### src/rtl/util_mon_pkg.sv
// Shared types for the utilisation monitor: FSM states, layer record layout, widths.
// Counters inside the record are carried at CNT_MAX_W; the block's CNT_W must not exceed it.
package util_mon_pkg;
  localparam int LAYER_ID_W = 8;
  localparam int CNT_MAX_W  = 32;

  typedef enum logic [1:0] {
    ST_IDLE  = 2'd0,
    ST_RUN   = 2'd1,
    ST_FLUSH = 2'd2
  } mon_state_e;

  typedef struct packed {
    logic [CNT_MAX_W-1:0]  cycles;
    logic [CNT_MAX_W-1:0]  lane_cycles;
    logic [CNT_MAX_W-1:0]  full_cycles;
    logic [CNT_MAX_W-1:0]  wreq;
    logic [CNT_MAX_W-1:0]  ireq;
    logic                  mode;
    logic [LAYER_ID_W-1:0] layer_id;
  } mon_rec_t;

  localparam int REC_W = $bits(mon_rec_t);
endpackage

### src/rtl/util_monitor_if.sv
// Valid/ready record channel; master drives valid+data, slave returns ready.
interface util_monitor_if
  import util_mon_pkg::*;
#(
  parameter int W = REC_W
);
  logic         valid;
  logic         ready;
  logic [W-1:0] data;

  modport master (output valid, output data, input  ready);
  modport slave  (input  valid, input  data, output ready);
endinterface

### src/rtl/util_rec_fifo.sv
// Record buffer: power-of-2 depth, extra pointer bit for full/empty.
// Accepts a push while full when a pop retires the head in the same cycle.
module util_rec_fifo #(
  parameter int REC_W = 8,
  parameter int DEPTH = 4
) (
  input  logic           clk,
  input  logic           rstn,
  util_monitor_if.slave  push,
  util_monitor_if.master pop
);
  localparam int AW = $clog2(DEPTH);

  logic [REC_W-1:0] mem_q [DEPTH];
  logic [AW:0]      wr_q, rd_q;
  logic             full, empty, push_fire, pop_fire;

  assign empty     = (wr_q == rd_q);
  assign full      = (wr_q[AW] != rd_q[AW]) && (wr_q[AW-1:0] == rd_q[AW-1:0]);
  assign pop.valid = !empty;
  // Gated so the record outputs read zero while nothing is buffered.
  assign pop.data  = empty ? '0 : mem_q[rd_q[AW-1:0]];
  assign pop_fire  = !empty && pop.ready;
  assign push.ready = !full || pop_fire;
  assign push_fire = push.valid && push.ready;

  always_ff @(posedge clk or negedge rstn) begin
    if (!rstn) begin
      wr_q <= '0;
      rd_q <= '0;
    end else begin
      if (push_fire) wr_q <= wr_q + 1'b1;
      if (pop_fire)  rd_q <= rd_q + 1'b1;
    end
  end

  always_ff @(posedge clk) begin
    if (push_fire) mem_q[wr_q[AW-1:0]] <= push.data;
  end
endmodule

### src/rtl/util_monitor.sv
// Per-layer conv utilisation monitor: accumulates saturating activity counters
// between layer boundaries and queues one record per closed layer.
module util_monitor
  import util_mon_pkg::*;
#(
  parameter int NUM_LANES  = 9,
  parameter int CNT_W      = 32,
  parameter int FIFO_DEPTH = 4
) (
  input  logic                  clk,
  input  logic                  rstn,
  input  logic                  dataflow_en,
  input  logic [NUM_LANES-1:0]  conv_vld,
  input  logic                  weight_req,
  input  logic                  input_req,
  input  logic                  frame_mode,
  input  logic                  layer_start,
  input  logic                  layer_done,
  output logic                  rec_valid,
  input  logic                  rec_ready,
  output logic [CNT_W-1:0]      rec_cycles,
  output logic [CNT_W-1:0]      rec_lane_cycles,
  output logic [CNT_W-1:0]      rec_full_cycles,
  output logic [CNT_W-1:0]      rec_wreq,
  output logic [CNT_W-1:0]      rec_ireq,
  output logic                  rec_mode,
  output logic [LAYER_ID_W-1:0] rec_layer_id,
  output logic                  busy,
  output logic                  proto_err,
  output logic [7:0]            drop_cnt
);
  localparam int PC_W = $clog2(NUM_LANES + 1);
  localparam int SW   = ((CNT_W > PC_W) ? CNT_W : PC_W) + 1;
  localparam logic [CNT_W-1:0] CNT_MAX = '1;

  function automatic logic [CNT_W-1:0] sat_add(input logic [CNT_W-1:0] a,
                                               input logic [PC_W-1:0]  b,
                                               input logic             load);
    logic [SW-1:0] s;
    s = (load ? '0 : SW'(a)) + SW'(b);
    return (s > SW'(CNT_MAX)) ? CNT_MAX : s[CNT_W-1:0];
  endfunction

  mon_state_e            state_q, state_d;
  logic                  pend_q, pend_d, pmode_q, pmode_d, mode_q, mode_d;
  logic                  first_q, first_d, err_q, err_d;
  logic [CNT_W-1:0]      cyc_q, cyc_d, lane_q, lane_d, full_q, full_d;
  logic [CNT_W-1:0]      wreq_q, wreq_d, ireq_q, ireq_d;
  logic [LAYER_ID_W-1:0] lid_q, lid_d;
  logic [7:0]            drop_q, drop_d;
  logic                  cnt_en, load, flush;
  logic [PC_W-1:0]       pcnt;
  mon_rec_t              rec_push, rec_head;

  util_monitor_if #(.W(REC_W)) push_if ();
  util_monitor_if #(.W(REC_W)) pop_if ();

  always_comb begin
    pcnt = '0;
    for (int i = 0; i < NUM_LANES; i++) pcnt = pcnt + PC_W'(conv_vld[i]);
  end

  // A start seen in RUN closes the open layer and parks the new one in pend_q;
  // it then begins with a load on the cycle after FLUSH (first_q).
  always_comb begin
    state_d = state_q;
    pend_d  = pend_q;
    pmode_d = pmode_q;
    mode_d  = mode_q;
    first_d = 1'b0;
    err_d   = err_q;
    cnt_en  = 1'b0;
    load    = 1'b0;
    unique case (state_q)
      ST_IDLE: begin
        if (layer_start) begin
          cnt_en  = 1'b1;
          load    = 1'b1;
          mode_d  = frame_mode;
          state_d = layer_done ? ST_FLUSH : ST_RUN;
        end else if (layer_done) begin
          err_d = 1'b1;
        end
      end
      ST_RUN: begin
        cnt_en = 1'b1;
        load   = first_q;
        if (layer_start) begin
          err_d   = 1'b1;
          pend_d  = 1'b1;
          pmode_d = frame_mode;
          state_d = ST_FLUSH;
        end else if (layer_done) begin
          state_d = ST_FLUSH;
        end
      end
      ST_FLUSH: begin
        if (layer_done) err_d = 1'b1;
        if (pend_q || layer_start) begin
          state_d = ST_RUN;
          first_d = 1'b1;
          pend_d  = 1'b0;
          mode_d  = layer_start ? frame_mode : pmode_q;
        end else begin
          state_d = ST_IDLE;
        end
      end
      default: state_d = ST_IDLE;
    endcase
  end

  always_comb begin
    cyc_d  = cyc_q;
    lane_d = lane_q;
    full_d = full_q;
    wreq_d = wreq_q;
    ireq_d = ireq_q;
    if (cnt_en) begin
      cyc_d  = sat_add(cyc_q,  PC_W'(1), load);
      lane_d = sat_add(lane_q, dataflow_en ? pcnt : '0, load);
      full_d = sat_add(full_q, PC_W'(dataflow_en && (&conv_vld)), load);
      wreq_d = sat_add(wreq_q, PC_W'(weight_req), load);
      ireq_d = sat_add(ireq_q, PC_W'(input_req), load);
    end
  end

  assign flush  = (state_q == ST_FLUSH);
  assign lid_d  = flush ? lid_q + 1'b1 : lid_q;
  assign drop_d = (flush && !push_if.ready && drop_q != 8'hFF) ? drop_q + 1'b1 : drop_q;

  always_comb begin
    rec_push = '{cycles:      CNT_MAX_W'(cyc_q),
                 lane_cycles: CNT_MAX_W'(lane_q),
                 full_cycles: CNT_MAX_W'(full_q),
                 wreq:        CNT_MAX_W'(wreq_q),
                 ireq:        CNT_MAX_W'(ireq_q),
                 mode:        mode_q,
                 layer_id:    lid_q};
  end

  assign push_if.valid = flush;
  assign push_if.data  = rec_push;
  assign pop_if.ready  = rec_ready;

  always_ff @(posedge clk or negedge rstn) begin
    if (!rstn) begin
      state_q <= ST_IDLE;
      pend_q  <= 1'b0;
      pmode_q <= 1'b0;
      mode_q  <= 1'b0;
      first_q <= 1'b0;
      err_q   <= 1'b0;
      cyc_q   <= '0;
      lane_q  <= '0;
      full_q  <= '0;
      wreq_q  <= '0;
      ireq_q  <= '0;
      lid_q   <= '0;
      drop_q  <= '0;
    end else begin
      state_q <= state_d;
      pend_q  <= pend_d;
      pmode_q <= pmode_d;
      mode_q  <= mode_d;
      first_q <= first_d;
      err_q   <= err_d;
      cyc_q   <= cyc_d;
      lane_q  <= lane_d;
      full_q  <= full_d;
      wreq_q  <= wreq_d;
      ireq_q  <= ireq_d;
      lid_q   <= lid_d;
      drop_q  <= drop_d;
    end
  end

  util_rec_fifo #(.REC_W(REC_W), .DEPTH(FIFO_DEPTH)) u_fifo (
    .clk  (clk),
    .rstn (rstn),
    .push (push_if.slave),
    .pop  (pop_if.master)
  );

  assign rec_head        = pop_if.data;
  assign rec_valid       = pop_if.valid;
  assign rec_cycles      = rec_head.cycles[CNT_W-1:0];
  assign rec_lane_cycles = rec_head.lane_cycles[CNT_W-1:0];
  assign rec_full_cycles = rec_head.full_cycles[CNT_W-1:0];
  assign rec_wreq        = rec_head.wreq[CNT_W-1:0];
  assign rec_ireq        = rec_head.ireq[CNT_W-1:0];
  assign rec_mode        = rec_head.mode;
  assign rec_layer_id    = rec_head.layer_id;
  assign busy            = (state_q != ST_IDLE);
  assign proto_err       = err_q;
  assign drop_cnt        = drop_q;
endmodule

### config.mk
export PLATFORM = sky130hd
export DESIGN_NAME = util_monitor
export DESIGN_NICKNAME = d
export VERILOG_FILES = /design/src/rtl/util_mon_pkg.sv /design/src/rtl/util_monitor_if.sv /design/src/rtl/util_rec_fifo.sv /design/src/rtl/util_monitor.sv
export SDC_FILE = /design/constraint.sdc
export NUM_CORES = 1
export LEC_CHECK = 0
export ABC_CLOCK_PERIOD_IN_PS = 7100
export BUFFER_PORTS_ARGS = -buffer_cell sky130_fd_sc_hd__buf_2
export CAP_MARGIN = 0
export CELL_PAD_IN_SITES_DETAIL_PLACEMENT = 1
export CELL_PAD_IN_SITES_GLOBAL_PLACEMENT = 1
export CORE_MARGIN = 2
export CORE_UTILIZATION = 54
export CTS_BUF_LIST = sky130_fd_sc_hd__clkbuf_4
export DETAILED_ROUTE_END_ITERATION = 10
export PLACE_DENSITY_LB_ADDON = 0.05
export SYNTH_ARGS = -nofsm -noshare
export SYNTH_HDL_FRONTEND = slang
export SYNTH_SLANG_ARGS = --single-unit
### constraint.sdc
create_clock -name clk -period 7.1 [get_ports clk]
set_input_delay 0.355 -clock clk [delete_from_list [all_inputs] [get_ports clk]]
set_output_delay 0.355 -clock clk [all_outputs]
set_load 0.005 [all_outputs]
==> run metrics <==
Synth Net Count 2,435; Synth Flop Type edfxtp_1; cell taking the most area after synthesis edfxtp_1; post-cts gate resize count 0; GR met2 Demand/Resource 0.445; layout cells sized above 1 0.279; WP buf/inv 2; Placer Congestion 0.799; Clock power frac 0.249; Top Family by Delay on Critical Path compound AO/OA/AOI/OAI gates; WP data required 7.99 ns; Routed WL 88,500 um; switching power 6060 uW; Syn-to-layout area delta 13.7%; CTS buffer count 219; Setup CP Type reg2reg; Seq pwr share 0.422; via count 22,700; maximum vdd drop 0.286 mV; Cell Rows 95; post-layout min period 5.25 ns; Crit path arrival time 6.13 ns; register area 25,000 um^2; met3 GRT Util 0.0488; max incr delay on CP 0.78 ns; first-pass GRT wire length 141,000 um; CTS tree done; async set or reset register ratio after synthesis 0.218; initial antenna violation count 1; Initial DRC Count 1,476; CTS clock-pin slew for the worst setup and hold paths 0.07 ns; setup violators final 0; CP endpoint kind register; top-area cell type share of the netlist area 0.555; post-synthesis cell type count 72; clock root cell clkbuf_4; die area 69,800 um^2; Via-to-Cell Ratio 6.01; setup bufs post-CTS 0; slew margin rel. 0.218; placed wire-length estimate 51,100 um; chip width 264 um; fill count 6,372; Pint 11,500 uW; 1st-pass router iterations 4; DRT antenna net count 0; GRT Util Overall 0.261; drt drc 0; Pins Over Slew Limit 0; Pleak 0.0153 uW; GR peak layer met2; Starting Density 0.545; Mapped Cells 2,389; max_cap viols 0; clock sink total 865; RSZ-0062 raised after global routing false; area of the multi-input gates 10,900 um^2; total power 17,600 uW; CP Launch Type register; total grt overflow 0; I/O pin total 198; sequential share of the synthesized area 0.684; status completed; Synth Cell Area 36,600 um^2; I/O Buffers 197; Final nets 2,758; largest net degree at the start of global routing 148; reg2reg path depth 14; Worst Hold Class in2async; EDFF count, synth 676; Worst Max-Slew Pin Slew 1.17 ns; Gate power share 0.329; core box area 67,200 um^2; commonest cells in the netlist 676 x edfxtp_1, 196 x and2_1, 189 x dfrtp_1, 169 x mux4_2, 157 x a21oi_1; fin cells 3,779; setup TNS 0 ns; Clk Latency, worst-skew pair 1.02 ns; Power Density 423 nW/um^2; YS warnings 0; Die H 264 um; DR WL/cell 23.4 um; Max FO, Critical Path 16; vias in the first global route 25,200; Reg-to-Reg Start state_q[0]; slowest cell on the critical path a2111oi_4; switch share 0.345; Setup Skew 0.0553 ns; endpoints failing hold 0; Max Clock Freq 191 MHz; H-tree depth 4; placed cell count 3,353; fin crit share 0.739; Max Root-Sink Buffers 3; fin util 0.619; RR Endpoint lane_q[27]; r2r setup slk 1.85 ns; CP Cell Sequence mux2i_4 > buf_4 > or2_2 > and2_1 > ha_1 > inv_1 > fa_1 > nor2b_1 > o21ai_1 > a2111oi_4 > nand2_2 > o31ai_4 > o21ai_0 > a22oi_1; met1 Use GR 0.338; Avg Cell Area, Syn 15.3 um^2; synth top area cells edfxtp_1 56%, dfrtp_1 13%, mux4_2 10%; most frequent cell after synthesis edfxtp_1; Yosys reg bits 865
[layout by cell type (no fill, tap or decap), types with 11 or more instances in the layout]
cell / n
o31ai_1: 11
o21ai_0: 138
buf_4: 27
edfxtp_1: 676
clkinv_1: 38
a21oi_1: 157
clkbuf_4: 359
and2_1: 192
mux4_2: 169
a31oi_1: 42
a41oi_1: 13
nand3_1: 72
o21a_1: 16
nand2_1: 118
nand4_1: 27
xnor2_1: 17
nor2_1: 108
and4_1: 17
nor3_1: 31
and3_1: 29
dfrtp_1: 187
ha_1: 22
buf_2: 196
inv_1: 44
o22a_1: 32
[worst reg2reg max path, stage by stage (launching register included)]
cell and delay, ns:
dfrtp_1 0.55, mux2i_4 0.27, buf_4 0.39, or2_2 0.59
and2_1 0.23, ha_1 0.17, inv_1 0.06, fa_1 0.41
nor2b_1 0.14, o21ai_1 0.23, a2111oi_4 0.78, nand2_2 0.16
o31ai_4 0.71, o21ai_0 0.23, a22oi_1 0.20
[registers in the layout (all words and copies together) (netlist names)]
| register | flops |
|---|---|
| full_q | 32 |
| lane_q | 32 |
| ireq_q | 32 |
| u_fifo.rd_q | 3 |
| pend_q | 1 |
| u_fifo.mem_q | 676 |
| lid_q | 8 |
| wreq_q | 32 |
| cyc_q | 32 |
| state_q | 2 |
| mode_q | 1 |
| proto_err | 1 |
| first_q | 1 |
| pmode_q | 1 |
| drop_cnt | 8 |
| u_fifo.wr_q | 3 |
[routing by layer]
metal / vias up / wire [um]
met2: 569 / 45800
met5: - / 0
met1: 11900 / 37100
met4: 0 / 1740
met3: 150 / 3800
li1: 10100 / -
[worst max-delay path by stage]
stage                           start            endpoint  slack, ns  depth (start not counted)
final                      state_q[0]          lane_q[27]       1.85                         14
after floorplan            state_q[1]  u_fifo.mem_q[3][0]       1.08                          6
after global placement    conv_vld[0]          lane_q[27]       1.29                         16
after CTS                  state_q[0]          lane_q[27]       1.83                         14
after global routing       state_q[0]          lane_q[27]       1.52                         14
after detailed placement  conv_vld[0]          lane_q[27]       1.03                         16
[final cells by class]
type | instances | share of cell area
multi-input combinational | 1342 | 0.262
clock buffer | 359 | 0.0648
tap | 873 | 0.0263
antenna | 2 | 0.000120
inverter | 44 | 0.00397
sequential | 865 | 0.602
clock inverter | 54 | 0.00704
timing repair buffer | 240 | 0.0339
[power by group through the flow]
stage / Combinational (uW) / Clock (uW) / Sequential, uW
global route: 6320 / 4750 / 7540
detailed placement: 5860 / 0 / 7520
floorplan: 3730 / 0 / 7260
CTS: 5900 / 4500 / 7420
finish: 5790 / 4370 / 7420
global placement: 5690 / 0 / 7410
[cells by family (layout without fill, tap and decap cells)]
logic type,after synthesis,in the layout,synth area share
fa+ha+maj,28,28,0.0108
simple gates,644,644,0.0936
other cells,0,2,0
mux,174,174,0.106
xor+xnor,26,26,0.00623
buf+inv,182,697,0.0195
flops,865,865,0.684
compound gates,470,470,0.0796
[per-stage QoR]
step / hold WS (ns) / worst slack (ns) / instance area, um^2
final: 0.0905 / 1.85 / 41600
after global routing: 0.0723 / 1.52 / 41600
after CTS: 0.00363 / 1.83 / 41600
after detailed placement: 0.473 / 1.03 / 38500
after global placement: 0.467 / 1.29 / 38500
after floorplan: 0.0594 / 1.08 / 36600
[timing repair]
item	CTS	global route
setup endpoints to repair	0	0
hold buffers	10	0
hold endpoints to repair	143	0
(Power assumes the default switching activity.)
